## src/rtl/frame_delay_meter.sv

```systemverilog
// Purpose: parses delay-test frames from the MAC RX client stream, measures one-way delay and keeps frame statistics.
// Latency: results and counters update on the edge that samples the goodframe/badframe pulse (visible the next cycle).
// Backpressure: none; the MAC stream cannot be stalled, so every byte and status pulse is absorbed as it arrives.
module frame_delay_meter #(
    parameter int          TS_W      = 32,
    parameter logic [15:0] ETHERTYPE = 16'h88B5,
    parameter int          CNT_W     = 32
) (
    input  logic             rx_clk,
    input  logic             reset,
    input  logic [TS_W-1:0]  cur_time,
    input  logic             stats_clear,
    input  logic [7:0]       mac_rx_data,
    input  logic             mac_rx_dvld,
    input  logic             mac_rx_goodframe,
    input  logic             mac_rx_badframe,
    output logic             delay_valid,
    output logic [TS_W-1:0]  delay_value,
    output logic [15:0]      delay_seq,
    output logic [TS_W-1:0]  delay_min,
    output logic [TS_W-1:0]  delay_max,
    output logic [CNT_W-1:0] frames_ok,
    output logic [CNT_W-1:0] frames_bad,
    output logic [CNT_W-1:0] frames_other,
    output logic [CNT_W-1:0] frames_lost
);

    localparam int        TS_BYTES = TS_W / 8;
    localparam logic [10:0] MIN_LEN = 11'(16 + TS_BYTES);
    localparam logic [10:0] TS_LAST = 11'(16 + TS_BYTES - 1);

    typedef enum logic [1:0] {
        IDLE = 2'd0,
        RECV = 2'd1,
        DONE = 2'd2
    } state_t;

    state_t state, state_nxt;
    // pend: a new frame's byte 0 arrived together with the previous frame's end pulse
    logic pend, pend_nxt;

    logic [10:0]     byte_cnt;
    logic [TS_W-1:0] sof_time;
    logic [TS_W-1:0] ts_reg;
    logic [15:0]     seq_reg;
    logic [7:0]      et_hi;
    logic            not_test;

    logic [15:0]     exp_seq;
    logic            exp_vld;

    logic in_frame, end_bad, end_good, frame_end, start, byte_take;
    logic commit, other;
    logic [TS_W-1:0] delay_calc;
    logic [15:0]     seq_gap;

    function automatic logic [CNT_W-1:0] sat_add(input logic [CNT_W-1:0] a, input logic [CNT_W-1:0] b);
        logic [CNT_W:0] s;
        s = {1'b0, a} + {1'b0, b};
        return s[CNT_W] ? {CNT_W{1'b1}} : s[CNT_W-1:0];
    endfunction

    // Frame boundary decode and next-state logic
    always_comb begin
        state_nxt = state;
        pend_nxt  = 1'b0;
        in_frame  = (state == RECV) || (state == DONE && pend);
        end_bad   = in_frame && mac_rx_badframe;
        end_good  = in_frame && mac_rx_goodframe && !mac_rx_badframe;
        frame_end = end_bad || end_good;
        // a byte with the end pulse is byte 0 of the next frame
        start     = mac_rx_dvld && (!in_frame || frame_end);
        byte_take = mac_rx_dvld && in_frame && !frame_end;
        if (frame_end) begin
            state_nxt = DONE;
            pend_nxt  = start;
        end else if (in_frame || start) begin
            state_nxt = RECV;
        end else begin
            state_nxt = IDLE;
        end
    end

    // Result classification for the frame ending this cycle
    always_comb begin
        commit     = end_good && !not_test && (byte_cnt >= MIN_LEN);
        other      = end_good && !commit;
        delay_calc = sof_time - ts_reg;
        seq_gap    = seq_reg - exp_seq;
    end

    // FSM state register
    always_ff @(posedge rx_clk or negedge reset) begin
        if (!reset) begin
            state <= IDLE;
            pend  <= 1'b0;
        end else begin
            state <= state_nxt;
            pend  <= pend_nxt;
        end
    end

    // Byte capture by offset: EtherType check, sequence number and tx timestamp
    always_ff @(posedge rx_clk or negedge reset) begin
        if (!reset) begin
            byte_cnt <= '0;
            sof_time <= '0;
            ts_reg   <= '0;
            seq_reg  <= '0;
            et_hi    <= '0;
            not_test <= 1'b0;
        end else if (start) begin
            sof_time <= cur_time;
            byte_cnt <= 11'd1;
            not_test <= 1'b0;
        end else if (byte_take) begin
            if (byte_cnt != 11'h7FF) begin
                byte_cnt <= byte_cnt + 11'd1;
            end
            if (!not_test) begin
                if (byte_cnt == 11'd12) begin
                    et_hi <= mac_rx_data;
                end else if (byte_cnt == 11'd13) begin
                    if ({et_hi, mac_rx_data} != ETHERTYPE) begin
                        not_test <= 1'b1;
                    end
                end else if (byte_cnt == 11'd14) begin
                    seq_reg[15:8] <= mac_rx_data;
                end else if (byte_cnt == 11'd15) begin
                    seq_reg[7:0] <= mac_rx_data;
                end else if (byte_cnt >= 11'd16 && byte_cnt <= TS_LAST) begin
                    ts_reg <= (ts_reg << 8) | TS_W'(mac_rx_data);
                end
            end
        end
    end

    // Result commit, statistics and sequence tracking; clear overrides any update
    always_ff @(posedge rx_clk or negedge reset) begin
        if (!reset) begin
            delay_valid  <= 1'b0;
            delay_value  <= '0;
            delay_seq    <= '0;
            delay_min    <= '1;
            delay_max    <= '0;
            frames_ok    <= '0;
            frames_bad   <= '0;
            frames_other <= '0;
            frames_lost  <= '0;
            exp_seq      <= '0;
            exp_vld      <= 1'b0;
        end else begin
            delay_valid <= 1'b0;
            if (stats_clear) begin
                delay_min    <= '1;
                delay_max    <= '0;
                frames_ok    <= '0;
                frames_bad   <= '0;
                frames_other <= '0;
                frames_lost  <= '0;
                exp_vld      <= 1'b0;
            end else begin
                if (end_bad) begin
                    frames_bad <= sat_add(frames_bad, CNT_W'(1));
                end
                if (other) begin
                    frames_other <= sat_add(frames_other, CNT_W'(1));
                end
                if (commit) begin
                    delay_valid <= 1'b1;
                    delay_value <= delay_calc;
                    delay_seq   <= seq_reg;
                    frames_ok   <= sat_add(frames_ok, CNT_W'(1));
                    if (delay_calc < delay_min) begin
                        delay_min <= delay_calc;
                    end
                    if (delay_calc > delay_max) begin
                        delay_max <= delay_calc;
                    end
                    if (exp_vld && seq_reg != exp_seq) begin
                        frames_lost <= sat_add(frames_lost, CNT_W'(seq_gap));
                    end
                    exp_seq <= seq_reg + 16'd1;
                    exp_vld <= 1'b1;
                end
            end
        end
    end

endmodule
```

## config.mk

```make
export PLATFORM = sky130hd
export DESIGN_NAME = frame_delay_meter
export DESIGN_NICKNAME = d
export VERILOG_FILES = /design/src/rtl/frame_delay_meter.sv
export SDC_FILE = /design/constraint.sdc
export NUM_CORES = 1
export LEC_CHECK = 0
export CAP_MARGIN = 30
export CORE_ASPECT_RATIO = 0.5
export CORE_UTILIZATION = 61
export CTS_BUF_LIST = sky130_fd_sc_hd__clkbuf_2
export CTS_CLUSTER_DIAMETER = 40
export DETAILED_ROUTE_END_ITERATION = 10
export DONT_BUFFER_PORTS = 1
export PLACE_DENSITY = 0.73
export SLEW_MARGIN = 15
export SYNTH_ARGS = -nofsm -noshare
export SYNTH_HDL_FRONTEND = slang
export SYNTH_SLANG_ARGS = --single-unit
```

## constraint.sdc

```tcl
create_clock -name rx_clk -period 11.2 [get_ports rx_clk]
set_input_delay 2.24 -clock rx_clk [delete_from_list [all_inputs] [get_ports rx_clk]]
set_output_delay 2.24 -clock rx_clk [all_outputs]
set_load 0.02 [all_outputs]
```

==> results of run 1 <==
## synth_stat cells, types with 40 or more instances
library cell	n	area [um^2]
nand2_1	262	983
a21oi_1	167	836
a21o_1	40	300
ha_1	133	1660
mux2_2	67	754
dfrtp_1	329	8230
clkbuf_1	75	282
o21ai_0	184	921
inv_1	160	601
and3_1	45	282
nand4_1	40	250
nor2_1	134	503
nand3_1	76	380
## cells in the final DEF, fill, tap and decap left out, types with 39 or more instances in the layout
cell        n
nor2_1    134
ha_1      133
nand2_1   261
nand3_1    76
xor2_1     39
clkbuf_2  132
o21ai_0   184
a21o_1     40
mux2_2     67
dfrtp_1   329
nand4_1    40
inv_1     160
a21oi_1   167
and3_1     45
## tightest hold or removal path, cell delays in order (launching register included)
cell and delay, ps:
dfrtp_1 350, nand2_1 40, o21ai_0 60
## cells by family (layout without fill, tap and decap cells)
group                    Yosys count  in the layout  synth area share, %
AO/OA/AOI/OAI                    619            619                 18.9
XOR/XNOR                          77             77                 3.30
adder cells (fa/ha/maj)          136            136                 8.43
buffers and inverters            255            319                 4.77
flip-flops                       361            361                 44.4
multiplexers                      84             84                 4.52
other                              0              1                    0
AND/OR/NAND/NOR                  676            676                 15.6
## cell type report
class	instances	area, um^2	share of cell area [%]
tap	432	541	2.51
sequential	361	9070	42.2
clock buffer	132	661	3.07
inverter	162	608	2.83
antenna	1	2.50	0.0116
clock inverter	13	77.6	0.360
multi-input combinational	1592	10400	48.5
timing repair buffer	12	114	0.529
## through the flow
| step | total power (W) | utilization, % |
|---|---|---|
| 2_1_floorplan | 0.00170 | - |
| 3_5_place_dp | 0.00181 | 64.2 |
| 4_1_cts | 0.00268 | 66.5 |
| 6_report | 0.00266 | 66.5 |
| 3_3_place_gp | 0.00181 | 64.1 |
| 5_1_grt | 0.00281 | 66.5 |
## worst paths after layout
| path | slack, ps | to | cells after the start |
|---|---|---|---|
| worst min register to register | 490 | exp_seq[12]$_DFFE_PN0P_ | 2 |
| worst max-delay path | 5730 | delay_max[10]$_DFFE_PN0P_ | 18 |
| min in group asynchronous | 940 | frames_lost[22]$_DFFE_PN0P_ | 0 |
| worst max register to register | 5730 | delay_max[10]$_DFFE_PN0P_ | 18 |
| max in group asynchronous | 9480 | delay_max[24]$_DFFE_PN0P_ | 0 |
| worst min-delay path | 490 | exp_seq[12]$_DFFE_PN0P_ | 2 |
## routing by layer
metal	vias to the layer above	track usage, %	routed length, um
met5	-	0	0
met4	0	9.58	1360
met3	101	8.49	3920
met2	490	49.7	24800
met1	7891	40.8	22600
li1	7946	-	-
## power by group
group	leakage, nW	internal (W)	switching [W]
clock network	0.589	0.000328	0.000537
registers	4.81	0.00133	0.0000244
logic	4.85	0.000165	0.000280
total	10.2	0.00182	0.000841
==> results.sh, run 1 <==
export IMPL_io_pins=287
export IMPL_fillers=2738
export IMPL_yosysUniqueCellTypes=73
export IMPL_cts_tree="yes"
export IMPL_grt_first_pass_wirelength_um=84900
export IMPL_critPathLaunchType="flip-flop"
export IMPL_layoutNonFillerInstCount=2705
export IMPL_synth_async_reset_ratio_pct=100
export IMPL_finalMaxSlewViolations=0
export IMPL_setup_viol=0
export IMPL_critPathArrivalTime_ps=6340
export IMPL_numPortBuffers=0
export IMPL_ir_drop_v=0.0000789
export IMPL_place_congestion=0.922
export IMPL_timing_final_crit_share_pct=48.8
export IMPL_layout_drive_gt1_share_pct=12.2
export IMPL_path_max_fanout=32
export IMPL_netlist_instances=2208
export IMPL_fp_dieArea_um2=34300
export IMPL_rsz0062_at_grt="no"
export IMPL_ant_nets=0
export IMPL_hold_class="flip-flop to flip-flop"
export IMPL_postCtsSetupBuffers=0
export IMPL_dpl_cell_area_um2=20800
export IMPL_drt_wl_total_um=52700
export IMPL_netlist_area_um2=20400
export IMPL_grt_ovfl_total=0
export IMPL_grt_pass1_vias=15643
export IMPL_failed_checks="design-rule violations"
export IMPL_max_stage_delay_ps=830
export IMPL_criticalPathCategory="flip-flop to flip-flop"
export IMPL_firstDrtPassIters=11
export IMPL_cts_resized=0
export IMPL_layout_setup_ws_ps=5730
export IMPL_die_x_um=261
export IMPL_tightest_slew_ps=998
export IMPL_crit_family="compound AO/OA/AOI/OAI gates"
export IMPL_hold_viol=0
export IMPL_worstPathRequired_ps=12080
export IMPL_antenna_found_initial=1
export IMPL_crit_buf_inv=0
export IMPL_grt_util_all_layers_pct=31.0
export IMPL_worst_setup_path_end_kind="flip-flop"
export IMPL_detail_route_wl_per_cell_um=19.5
export IMPL_grt_max_degree=362
export IMPL_die_y_um=131
export IMPL_area_delta_synth_final_pct=5.26
export IMPL_clkLatencyLatePin_ps=970
export IMPL_final_area_um2=21500
export IMPL_synth_edff_count=0
export IMPL_drc=15
export IMPL_ys_ff_latch=361
export IMPL_syn_area_per_cell_um2=9.26
export IMPL_r2r_start="sof_time[6]$_DFFE_PN0P_"
export IMPL_crit_chain="ha_1 -> a21o_1 -> or3_1 -> o211ai_1 -> nand2_1 -> a41o_1 -> a21oi_1 -> o21ai_0 -> xor2_1 -> ha_1 -> a21oi_1 -> nor2_1 -> a211oi_1 -> o2111ai_1 -> a21oi_1 -> o31ai_1 -> a31oi_4 -> a22o_1"
export IMPL_run_status="finished with violations"
export IMPL_crit_top_cell="a21oi_1"
export IMPL_dp_cells=2558
export IMPL_critical_path_startpoint="sof_time[6]$_DFFE_PN0P_"
export IMPL_finalNetCount=2392
export IMPL_ctsHoldBuffers=0
export IMPL_dp_hpwl_um=37000
export IMPL_slew_headroom_pct=33.4
export IMPL_num_rows=46
export IMPL_clock_sinks=361
export IMPL_dr_total_vias=16428
export IMPL_tns_ps=0
export IMPL_synth_nets=2390
export IMPL_yosysWarnings=0
export IMPL_core_area_um2=32300
export IMPL_cts_buffers=81
export IMPL_dp_slack_ps=5890
export IMPL_vias_per_cell=6.07
export IMPL_h_tree_depth=3
export IMPL_fin_crit_ps=5470
export IMPL_leakagePower_nw=10.2
export IMPL_drv_cap=0
export IMPL_power_density_nw_per_um2=124
export IMPL_hold_start="exp_seq[12]$_DFFE_PN0P_"
export IMPL_drtIter0Drc=1293
export IMPL_hold_slack_ps=487
export IMPL_clock_root_buffer="clkbuf_2"
export IMPL_ys_seq_area_share_pct=44.4
export IMPL_fin_skew_ps=64.4
export IMPL_ys_flop_type="dfrtp_1"
export IMPL_path_clk_slew_ps=120
export IMPL_critPathSlowestCell="a31oi_4"
export IMPL_cts_buffer_depth=3
export IMPL_fmax_mhz=183
export IMPL_start_util_pct=63.2
No activity file was read; power rests on OpenSTA's default activity.
==> inputs of run 2 (changes only) <==
==> constraint.sdc (replaced) <==
create_clock -name rx_clk -period 5.45 [get_ports rx_clk]
set_input_delay 1.09 -clock rx_clk [delete_from_list [all_inputs] [get_ports rx_clk]]
set_output_delay 1.09 -clock rx_clk [all_outputs]
set_load 0.02 [all_outputs]
==> results.sh, run 2 (synthesized netlist as in run 1, its figures left out) <==
export IMPL_run_status="finished with violations"
export IMPL_failed_checks="design-rule violations, negative hold slack"
export IMPL_grt_first_pass_wirelength_um=85100
export IMPL_max_stage_delay_ps=530
export IMPL_worstPathRequired_ps=6300
export IMPL_layout_common_cells="329 x dfrtp_1, 261 x nand2_1, 184 x o21ai_0"
export IMPL_drv_cap=0
export IMPL_tightest_slew_ps=1170
export IMPL_critPathSlowestCell="xor2_1"
export IMPL_drc=15
export IMPL_setup_viol=0
export IMPL_cts_tree="yes"
export IMPL_dpl_cell_area_um2=20900
export IMPL_core_area_um2=32300
export IMPL_clkLatencyLatePin_ps=1020
export IMPL_critPathArrivalTime_ps=6000
export IMPL_slew_headroom_pct=21.9
export IMPL_h_tree_depth=3
export IMPL_grt_ovfl_total=0
export IMPL_worst_setup_path_end_kind="flip-flop"
export IMPL_area_delta_synth_final_pct=5.68
export IMPL_path_clk_slew_ps=130
export IMPL_drtIter0Drc=1505
export IMPL_hold_slack_ps=-171
export IMPL_io_pins=287
export IMPL_criticalPathCategory="flip-flop to flip-flop"
export IMPL_clock_root_buffer="clkbuf_2"
export IMPL_rrSetupSlack_ps=300
export IMPL_dp_slack_ps=218
export IMPL_grt_util_all_layers_pct=31.2
export IMPL_clock_sinks=361
export IMPL_numPortBuffers=0
export IMPL_path_max_fanout=20
export IMPL_power_density_nw_per_um2=253
export IMPL_crit_family="compound AO/OA/AOI/OAI gates"
export IMPL_ir_drop_v=0.000184
export IMPL_layout_setup_ws_ps=304
export IMPL_fp_dieArea_um2=34300
export IMPL_cts_buffer_depth=3
export IMPL_dp_hpwl_um=37000
export IMPL_final_common_cell="dfrtp_1"
export IMPL_ant_nets=0
export IMPL_cts_resized=0
export IMPL_tns_ps=0
export IMPL_grt_pass1_vias=15919
export IMPL_finalMaxSlewViolations=0
export IMPL_num_rows=46
export IMPL_fin_crit_ps=5150
export IMPL_regArea_um2=9070
export IMPL_multi_input_area_um2=10400
export IMPL_die_x_um=261
export IMPL_detail_route_wl_per_cell_um=19.4
export IMPL_final_area_um2=21600
export IMPL_rsz0062_at_grt="no"
export IMPL_grt_max_degree=362
export IMPL_fmax_mhz=194
export IMPL_leakagePower_nw=10.3
export IMPL_firstDrtPassIters=10
export IMPL_finalNetCount=2412
export IMPL_power_w=0.00547
export IMPL_crit_buf_inv=2
export IMPL_hold_viol=146
export IMPL_postCtsSetupBuffers=0
export IMPL_place_congestion=0.895
export IMPL_start_util_pct=63.2
export IMPL_fillers=2731
export IMPL_hold_class="input pin to asynchronous set/reset pin"
export IMPL_crit_chain="inv_1 -> ha_1 -> a21o_1 -> or3_1 -> o211ai_1 -> a2111o_1 -> a21oi_1 -> o21ai_1 -> nand2_1 -> xor2_1 -> ha_1 -> nand2_1 -> nor2_1 -> a211oi_1 -> o2111ai_1 -> a21oi_1 -> o31ai_1 -> and3_1 -> buf_8 -> a22o_1"
export IMPL_antenna_found_initial=2
export IMPL_layout_drive_gt1_share_pct=12.8
export IMPL_drt_wl_total_um=52900
export IMPL_vias_per_cell=6.08
export IMPL_critPathLaunchType="flip-flop"
export IMPL_cts_buffers=83
export IMPL_timing_final_crit_share_pct=94.4
export IMPL_dr_total_vias=16533
export IMPL_die_y_um=131
export IMPL_fin_skew_ps=96.5
run 2: cell types whose count changed in the layout (fill, tap and decap cells not counted), sizes merged:
cell	before	now
clkbuf	132	127
clkinv	11	13
bufinv	1	0
buf	12	30
inv	163	165
run 2: report_power, final:
group | internal, W | switching (W) | total, W
Clock | 0.000609 | 0.00112 | 0.00173
Combinational | 0.000371 | 0.000591 | 0.000961
Sequential | 0.00273 | 0.0000499 | 0.00278
run 2: metal layers:
layer	GRT usage [%]	up-vias	part of all wire, %
li1	-	7964	-
met1	41.6	7980	44
met4	11.2	2	2.8
met2	49.0	482	46
met3	8.04	105	6.9
met5	0	-	0.025
run 2: final timing paths:
check,from,endpoint,cells after the start
hold / removal,reset,frames_bad[5]$_DFFE_PN0P_,0
min in group rx_clk,cur_time[21],sof_time[21]$_DFFE_PN0P_,1
setup reg to reg,ts_reg[6]$_DFFE_PN0P_,delay_max[23]$_DFFE_PN0P_,20
max in group asynchronous,reset,delay_max[4]$_DFFE_PN0P_,0
hold reg to reg,ts_reg[30]$_DFFE_PN0P_,ts_reg[30]$_DFFE_PN0P_,2
setup / recovery,ts_reg[6]$_DFFE_PN0P_,delay_max[23]$_DFFE_PN0P_,20
run 2: worst reg2reg max path: stages (launching register included):
cell and delay (ps):
dfrtp_1 400, inv_1 90, ha_1 270, a21o_1 200
or3_1 320, o211ai_1 470, a2111o_1 250, a21oi_1 100
o21ai_1 260, nand2_1 120, xor2_1 530, ha_1 380
nand2_1 80, nor2_1 40, a211oi_1 350, o2111ai_1 170
a21oi_1 150, o31ai_1 150, and3_1 290, buf_8 200
a22o_1 190
run 2: through the flow:
step	util [%]	std cells
finish	66.8	2721
global route	66.8	2721
CTS	66.7	2718
detailed placement	64.6	2575
global placement	64.5	2574
floorplan	-	2208
run 2: final cells by class:
type | instances | area share (%)
clock buffers | 127 | 2.94
diodes | 1 | 0.0116
repair buffers | 30 | 1.10
well taps | 432 | 2.50
multi-input cells | 1592 | 48.3
inverters | 162 | 2.81
flip-flops and latches | 361 | 42.0
clock inverters | 16 | 0.295
